<file path="src/rtl/digit_compactor.sv">
// digit_compactor: packs the kept 2-bit digits of a DNA word toward digit 0,
// examining LANES digits per cycle, with valid/ready on both sides.
module digit_compactor #(
  parameter int N     = 98,
  parameter int LANES = 8,
  parameter int LW    = 7
) (
  input  logic            clk,
  input  logic            rst,
  input  logic            in_valid,
  output logic            in_ready,
  input  logic [2*N-1:0]  word_in,
  input  logic [N-1:0]    keep_mask,
  input  logic [LW-1:0]   word_in_len,
  output logic            out_valid,
  input  logic            out_ready,
  output logic [2*N-1:0]  word_out,
  output logic [LW-1:0]   word_out_len,
  output logic            busy
);

  typedef enum logic [1:0] {
    IDLE,
    PROC,
    DONE
  } state_t;

  state_t state, state_n;

  logic [2*N-1:0]     word_q, word_n;
  logic [N-1:0]       mask_q, mask_n;
  logic [2*N-1:0]     acc_q, acc_n;
  logic [LW-1:0]      rem_q, rem_n;
  logic [LW-1:0]      wp_q, wp_n;
  logic [LW-1:0]      len_q, len_n;
  logic               ov_q, ov_n;
  logic               rdy_q;

  logic [LW-1:0]      l_clip;
  logic [N-1:0]       len_mask;
  logic [LW-1:0]      cnt;
  logic [LW-1:0]      kept;
  logic [2*LANES-1:0] pk;
  logic [2*N-1:0]     pk_ext;

  always_comb begin
    l_clip = (word_in_len > LW'(N)) ? LW'(N) : word_in_len;
    for (int i = 0; i < N; i++) begin
      len_mask[i] = (LW'(i) < l_clip);
    end
  end

  // The working word/mask shift down each cycle, so the current chunk
  // always sits in the low LANES digits; zeros shifted in count as dropped.
  always_comb begin
    cnt = '0;
    pk  = '0;
    for (int j = 0; j < LANES; j++) begin
      if (mask_q[j]) begin
        for (int k = 0; k < LANES; k++) begin
          if (cnt == LW'(k)) begin
            pk[2*k +: 2] = word_q[2*j +: 2];
          end
        end
        cnt = cnt + LW'(1);
      end
    end
    kept = cnt;
    pk_ext = '0;
    pk_ext[2*LANES-1:0] = pk;
  end

  always_comb begin
    state_n = state;
    word_n  = word_q;
    mask_n  = mask_q;
    acc_n   = acc_q;
    rem_n   = rem_q;
    wp_n    = wp_q;
    len_n   = len_q;
    ov_n    = ov_q;
    unique case (state)
      IDLE: begin
        if (in_valid && rdy_q) begin
          word_n  = word_in;
          mask_n  = keep_mask & len_mask;
          rem_n   = l_clip;
          wp_n    = '0;
          acc_n   = '0;
          state_n = PROC;
        end
      end
      PROC: begin
        acc_n  = acc_q | (pk_ext << {wp_q, 1'b0});
        wp_n   = wp_q + kept;
        word_n = word_q >> (2*LANES);
        mask_n = mask_q >> LANES;
        if (rem_q <= LW'(LANES)) begin
          len_n   = wp_q + kept;
          ov_n    = 1'b1;
          state_n = DONE;
        end else begin
          rem_n = rem_q - LW'(LANES);
        end
      end
      DONE: begin
        if (out_ready) begin
          ov_n    = 1'b0;
          state_n = IDLE;
        end
      end
      default: state_n = IDLE;
    endcase
  end

  always_ff @(posedge clk or posedge rst) begin
    if (rst) begin
      state  <= IDLE;
      word_q <= '0;
      mask_q <= '0;
      acc_q  <= '0;
      rem_q  <= '0;
      wp_q   <= '0;
      len_q  <= '0;
      ov_q   <= 1'b0;
      rdy_q  <= 1'b0;
    end else begin
      state  <= state_n;
      word_q <= word_n;
      mask_q <= mask_n;
      acc_q  <= acc_n;
      rem_q  <= rem_n;
      wp_q   <= wp_n;
      len_q  <= len_n;
      ov_q   <= ov_n;
      rdy_q  <= (state_n == IDLE);
    end
  end

  assign in_ready     = rdy_q;
  assign out_valid    = ov_q;
  assign word_out     = acc_q;
  assign word_out_len = len_q;
  assign busy         = (state != IDLE);

endmodule

</file>
<file path="config.mk">
export PLATFORM = sky130hd
export DESIGN_NAME = digit_compactor
export DESIGN_NICKNAME = d
export VERILOG_FILES = /design/src/rtl/digit_compactor.sv
export SDC_FILE = /design/constraint.sdc
export NUM_CORES = 1
export LEC_CHECK = 0
export ABC_AREA = 1
export BUFFER_PORTS_ARGS = -buffer_cell sky130_fd_sc_hd__buf_2
export CAP_MARGIN = 25
export CORE_UTILIZATION = 24
export CTS_CLUSTER_DIAMETER = 150
export DETAILED_ROUTE_END_ITERATION = 12
export GPL_TIMING_DRIVEN = 0
export SLEW_MARGIN = 10
export SYNTH_ARGS = -nofsm -noshare
export SYNTH_HDL_FRONTEND = slang
export SYNTH_SLANG_ARGS = --single-unit
</file>
<file path="constraint.sdc">
create_clock -name clk -period 21.3 [get_ports clk]
set_input_delay 1.065 -clock clk [delete_from_list [all_inputs] [get_ports clk]]
set_output_delay 1.065 -clock clk [all_outputs]
set_load 0.01 [all_outputs]
</file>
# Word level (Yosys, flattened, before mapping)
# Index checks and enable logic that the tools add are counted.
dict set report word_totals {
  input_bits 305
  wordCells 284
  regBits 515
}
dict set report op_classes {
  addsub 9
  bitwise_logic 2
  shifts 1
  n_eq_ne 55
  muxes 91
  n_lt_le_gt_ge 100
  n_reduce_logical 17
}
# op n
set op_table {}
lappend op_table {{$pmux 196 s2} 2}
lappend op_table {{$mux 196} 2}
lappend op_table {{$lt 7x7->1 const A} 34}
lappend op_table {{$lt 6x7->1 const A} 32}
lappend op_table {{$eq 7x3->1 const B} 28}
lappend op_table {{$or 196x196->196} 1}
lappend op_table {{$pmux 98 s2} 1}
lappend op_table {{$shl 16x8->196} 1}
lappend op_table {{$mux 2} 60}
lappend op_table {{$lt 5x7->1 const A} 16}
lappend op_table {{$mux 16} 7}
lappend op_table {{$and 98x98->98} 1}
lappend op_table {{$eq 7x2->1 const B} 14}
lappend op_table {{$mux 98} 1}
lappend op_table {{$mux 7} 11}
lappend op_table {{$lt 4x7->1 const A} 8}
lappend op_table {{$add 7x1->7 const B} 7}
lappend op_table {{$eq 7x1->1 const B} 7}
lappend op_table {{$logic_not 7->1} 7}
lappend op_table {{$lt 3x7->1 const A} 4}
lappend op_table {{$pmux 7 s2} 2}
lappend op_table {{$lt 1x7->1 const A} 2}
lappend op_table {{$lt 2x7->1 const A} 2}
lappend op_table {{$ne 2x2->1 const B} 4}
lappend op_table {{other kinds (14)} 21}

# Logic depth before layout (Yosys ltp)
dict set report depth {
  word_depth 19
  depth_mapped 38
  ltp_nobuf 37
}

# Least setup slack after synthesis
# No wires, ideal clock.
dict set report synth_path {
  path_type {reg-to-reg}
  from {reg mask_q[0]}
  to {reg len_q[6] (netlist: word_out_len[6])}
  t_arrival_ns 5.041
  setup_time_ns 0.131
  path_stages_with_launch 30
  path_buffers 0
  required_time_ns 21.169
  path_slack_ns 16.128
  synth_period_minus_slack_ns 5.172
  cell_sequence {dfrtp_1 > inv_1 > ha_1 > inv_1 > nand2_2 > nand2_2 > inv_1 > ha_1 > nand2_1 > nand2_1 > ha_1 > or2_2 > nand2_1 > inv_1 > ha_1 > nand2_1 > nand2_1 > ha_1 > or2_2 > o21ai_0 > inv_1 > nor3_1 > xor2_1 > ha_1 > a21oi_1 > o21ai_0 > a21o_1 > a21oi_1 > xor2_1 > o21ai_0}
}
dict set report synth_between {
  elab_chain_cells 16
}
# item line_no
set synth_rtl {}
lappend synth_rtl {{start: declaration} 31} ;# logic [N-1:0] mask_q, mask_n;
lappend synth_rtl {{start signal: assignment} 130} ;# mask_q <= mask_n;
lappend synth_rtl {{$mux 1 (*)} 59} ;# if (mask_q[j]) begin
lappend synth_rtl {{$add 7x1->7} 65} ;# cnt = cnt + LW'(1);
lappend synth_rtl {{$mux 7 (*)} 59}
lappend synth_rtl {{$add 7x1->7} 65}
lappend synth_rtl {{$mux 7 (*)} 59}
lappend synth_rtl {{$add 7x1->7} 65}
lappend synth_rtl {{$mux 7 (*)} 59}
lappend synth_rtl {{$add 7x1->7} 65}
lappend synth_rtl {{$mux 7 (*)} 59}
lappend synth_rtl {{$add 7x1->7} 65}
lappend synth_rtl {{$mux 7 (*)} 59}
lappend synth_rtl {{$add 7x1->7} 65}
lappend synth_rtl {{$mux 7 (*)} 59}
lappend synth_rtl {{$add 7x1->7} 65}
lappend synth_rtl {{$mux 7 (*)} 59}
lappend synth_rtl {{$add 7x7->7 (*)} 99} ;# len_n = wp_q + kept;
lappend synth_rtl {{end signal: assignment} 134} ;# len_q <= len_n;
lappend synth_rtl {{end: declaration} 35} ;# logic [LW-1:0] len_q, len_n;
# Every way passes the cells marked *; elsewhere a longest branch is shown, timed or not.
# A chain may end at the register's enable or synchronous reset.

# Worst setup path in the final report
dict set report layout_path {
  from {reg mask_q[1]}
  to {reg acc_q[34] (netlist: word_out[34])}
}
dict set report layout_between {
  elab_chain_cells 17
  elab_cells_between_ends 117
}
# item line_no
set layout_rtl {}
lappend layout_rtl {{$mux 7} 59}
lappend layout_rtl {{$add 7x1->7 (tied with other cells)} 65}
lappend layout_rtl {{$mux 7 / $mux 2 (equally long branches)} {59, 61}}
lappend layout_rtl {{$add 7x1->7 (tied with other cells)} 65}
lappend layout_rtl {{$mux 7 / $mux 2 (equally long branches)} {59, 61}}
lappend layout_rtl {{$add 7x1->7 (tied with other cells)} 65}
lappend layout_rtl {{$mux 7 / $mux 2 (equally long branches)} {59, 61}}
lappend layout_rtl {{$add 7x1->7 (tied with other cells)} 65}
lappend layout_rtl {{$mux 7 / $mux 2 (equally long branches)} {59, 61}}
lappend layout_rtl {{$add 7x1->7 (tied with other cells)} 65}
lappend layout_rtl {{$mux 7 / $mux 2 (equally long branches)} {59, 61}}
lappend layout_rtl {{$eq 7x1->1 (tied with other cells)} 61} ;# if (cnt == LW'(k)) begin
lappend layout_rtl {{$mux 2} 61}
lappend layout_rtl {{$mux 16 (*)} 59}
lappend layout_rtl {{$shl 16x8->196 (*)} 94} ;# acc_n = acc_q | (pk_ext << {wp_q, 1'b0});
lappend layout_rtl {{$or 196x196->196 (*)} 94}
lappend layout_rtl {{$pmux 196 s2 (*)} 82} ;# unique case (state)
lappend layout_rtl {{end signal: assignment} 131} ;# acc_q <= acc_n;
lappend layout_rtl {{end: declaration} 32} ;# logic [2*N-1:0] acc_q, acc_n;
# Marks and branches as above.

==> run metrics <==
status completed; Primary FF master, synth dfrtp_1; vias per cell 5.01; final net count 4067; most frequent CP cell nand2_1; drt pass-1 iters 5; maxcap violations 0; die area 107000 µm²; RSZ-0062 raised after global routing false; Post-synth ARST share 100%; GRT Overall Usage 20.2%; fin crit period 6320 ps; Finish-stage setup viols 0; final period utilization 29.7%; width of the die 328 µm; cts hold-fix bufs 0; clk_lat worst skew 680 ps; Cell Area, Synth 25500 µm²; final hold viol count 0; setup bufs post-CTS 0; WHS 475 ps; clock skew 65.6 ps; slowest CP cell o21ai_0; Total Power 6.57 mW; CP max FO 7; Distinct cells, synth 52; Compound-Gate Fraction of Synth Area 14.6%; grt ovf 0; CTS resizes 0; post-route cell area 32000 µm²; Starting Density 24.2%; clock slew at reported path FFs 60 ps; Post-Syn Nets 3485; first-pass GRT wire length 164 mm; Post-Layout Cell Count 5177; post-synthesis mux area share 0%; Max H-tree Level 2; RePlAce Congestion 0.950; area of the multi-input gates 11200 µm²; TritonCTS Buffers 60; critical path type flip-flop to flip-flop; Slew @ Worst Pin 1050 ps; largest family of logic cells by synthesized area simple AND/OR/NAND/NOR gates; share of layout cells above drive strength 1 19.4%; # IOs 511; Yosys warnings 0; Syn-to-layout area delta 25.7%; commonest non-fill, non-tap cells in the layout nand2_1, buf_2, dfrtp_1; post-route ant nets 0; Slew Limit Fails 0; Mapped Cells 3148; largest net degree at the start of global routing 108; TNS Setup 0 ps; commonest non-fill, non-tap cell in the layout nand2_1; Core Rows 119; Adder-Cell Fraction of Synth Area 1.60%; largest stage delay on the critical path 620 ps; Arr. time, crit path 6900 ps; power per cell area 205 nW/µm²; port bufs 509; DP Wirelength 86.3 mm; Iter 0 DRT Violations 2145; Sink Count 515; Static Leak 15.5 nW; drc violations 0; dpl cells 5056; flop and latch count out of synthesis 515; xor/xnor share of the synthesized area 0.275%; sequential cell area 12900 µm²; Post-synth EDFFs 0; TritonCTS clock tree done; startpoint types flip-flop; CP Capture Type flip-flop; placed inst area 29900 µm²; DR vias 25900; syn_area_per_cell 8.09 µm²; core region area 105000 µm²; chip height 328 µm; HP Class flip-flop to flip-flop; register area share after synthesis 50.6%; root buffer selected by CTS clkbuf_16; Fill cells 11400; WL per Instance 21.5 µm; vias in the first global route 25300; peak supply drop 86.4 µV; Achievable Freq 158 MHz; CTS max path bufs 3; Worst Path Required 21880 ps; simple-gate portion of the synthesized area 27.4%; Slew HR 29.8%; initial antenna violation count 16; drt total wl 111 mm
-- per-layer routing --
| metal | up-vias | part of all wire [%] | track usage [%] | wire (µm) |
|---|---|---|---|---|
| li1 | 11900 | - | - | - |
| met1 | 12600 | 42 | 26.2 | 46400 |
| met2 | 1235 | 47 | 33.7 | 52400 |
| met3 | 207 | 7.9 | 3.69 | 8810 |
| met4 | 8 | 3.1 | 6.49 | 3480 |
| met5 | - | 0.048 | 0 | 53 |
-- layout make-up --
class / count / area share [%]
sequential: 515 / 40.3
multi-input combinational: 2275 / 35.0
timing repair buffer: 520 / 8.58
tap: 1391 / 5.44
clock buffer: 84 / 5.42
buffer: 199 / 2.44
inverter: 159 / 1.89
clock inverter: 26 / 0.927
antenna: 8 / 0.0626
-- critical path: cells and delay by family, from the launching register on --
kind | cells | cell delay, ps
and+or+nand+nor | 17 | 2630
adders and majority gates | 6 | 1740
AOI/OAI and AO/OA | 2 | 770
buffers and inverters | 5 | 550
DFF | 1 | 520
-- cells by family (layout without fill, tap and decap cells) --
family	count (synthesis)	count (layout)
DFF	515	515
adders and majority gates	32	32
buffers and inverters	358	988
other	1	9
and+or+nand+nor	1628	1628
xor gates and xnor gates	8	8
AOI/OAI and AO/OA	606	606
-- through the flow --
step           worst slack [ps]  utilization [%]
3_3_place_gp               -932             28.3
2_1_floorplan              5850                -
4_1_cts                   14960             30.4
3_5_place_dp              14980             28.4
6_report                  14980             30.4
5_1_grt                   14430             30.4
-- worst paths after layout --
kind                                from  slack [ps]  cells past startpoint             to
min in group asynchronous            rst         490                      2  word_out[158]
min reg2reg                word_out[189]         480                      2  word_out[189]
max                            mask_q[1]       14980                     30   word_out[34]
max in group asynchronous            rst       19070                      5    word_q[115]
max reg2reg                    mask_q[1]       14980                     30   word_out[34]
min                        word_out[189]         480                      2  word_out[189]
-- power by group --
group / internal (mW) / switching [mW] / total [mW]
registers: 1.42 / 0.300 / 1.72
logic: 1.11 / 2.66 / 3.78
clock network: 0.618 / 0.457 / 1.08
total: 3.15 / 3.42 / 6.57
-- synth_stat cells, types with 6 or more instances --
| master | n | share of area, % |
|---|---|---|
| inv_2 | 6 | 0.088 |
| o21ai_1 | 41 | 0.81 |
| o211ai_1 | 38 | 1.1 |
| ha_1 | 31 | 1.5 |
| dfrtp_1 | 515 | 51 |
| o2111ai_1 | 18 | 0.62 |
| o21ai_2 | 16 | 0.55 |
| nand4_1 | 92 | 2.3 |
| nor2_4 | 6 | 0.27 |
| a21oi_1 | 89 | 1.7 |
| buf_2 | 21 | 0.41 |
| a22oi_1 | 16 | 0.47 |
| buf_1 | 38 | 0.56 |
| nor2_1 | 511 | 7.5 |
| clkinv_1 | 6 | 0.088 |
| a32oi_1 | 9 | 0.31 |
| nand3_1 | 258 | 5.1 |
| a22o_1 | 16 | 0.55 |
| nor3_1 | 9 | 0.18 |
| o22ai_1 | 196 | 4.8 |
| nor2_2 | 9 | 0.22 |
| nand2_2 | 30 | 0.74 |
| nand2_1 | 684 | 10 |
| nand3_2 | 12 | 0.47 |
| clkbuf_1 | 138 | 2.0 |
| o21ai_0 | 140 | 2.8 |
| inv_1 | 147 | 2.2 |
| o221ai_1 | 7 | 0.24 |
-- state kept, by name, indices dropped and copies added (netlist names) --
signal	count
rem_q	7
word_q	196
wp_q	7
state	2
word_out_len	7
word_out	196
mask_q	98
in_ready	1
out_valid	1
(Power assumes the default switching activity.)
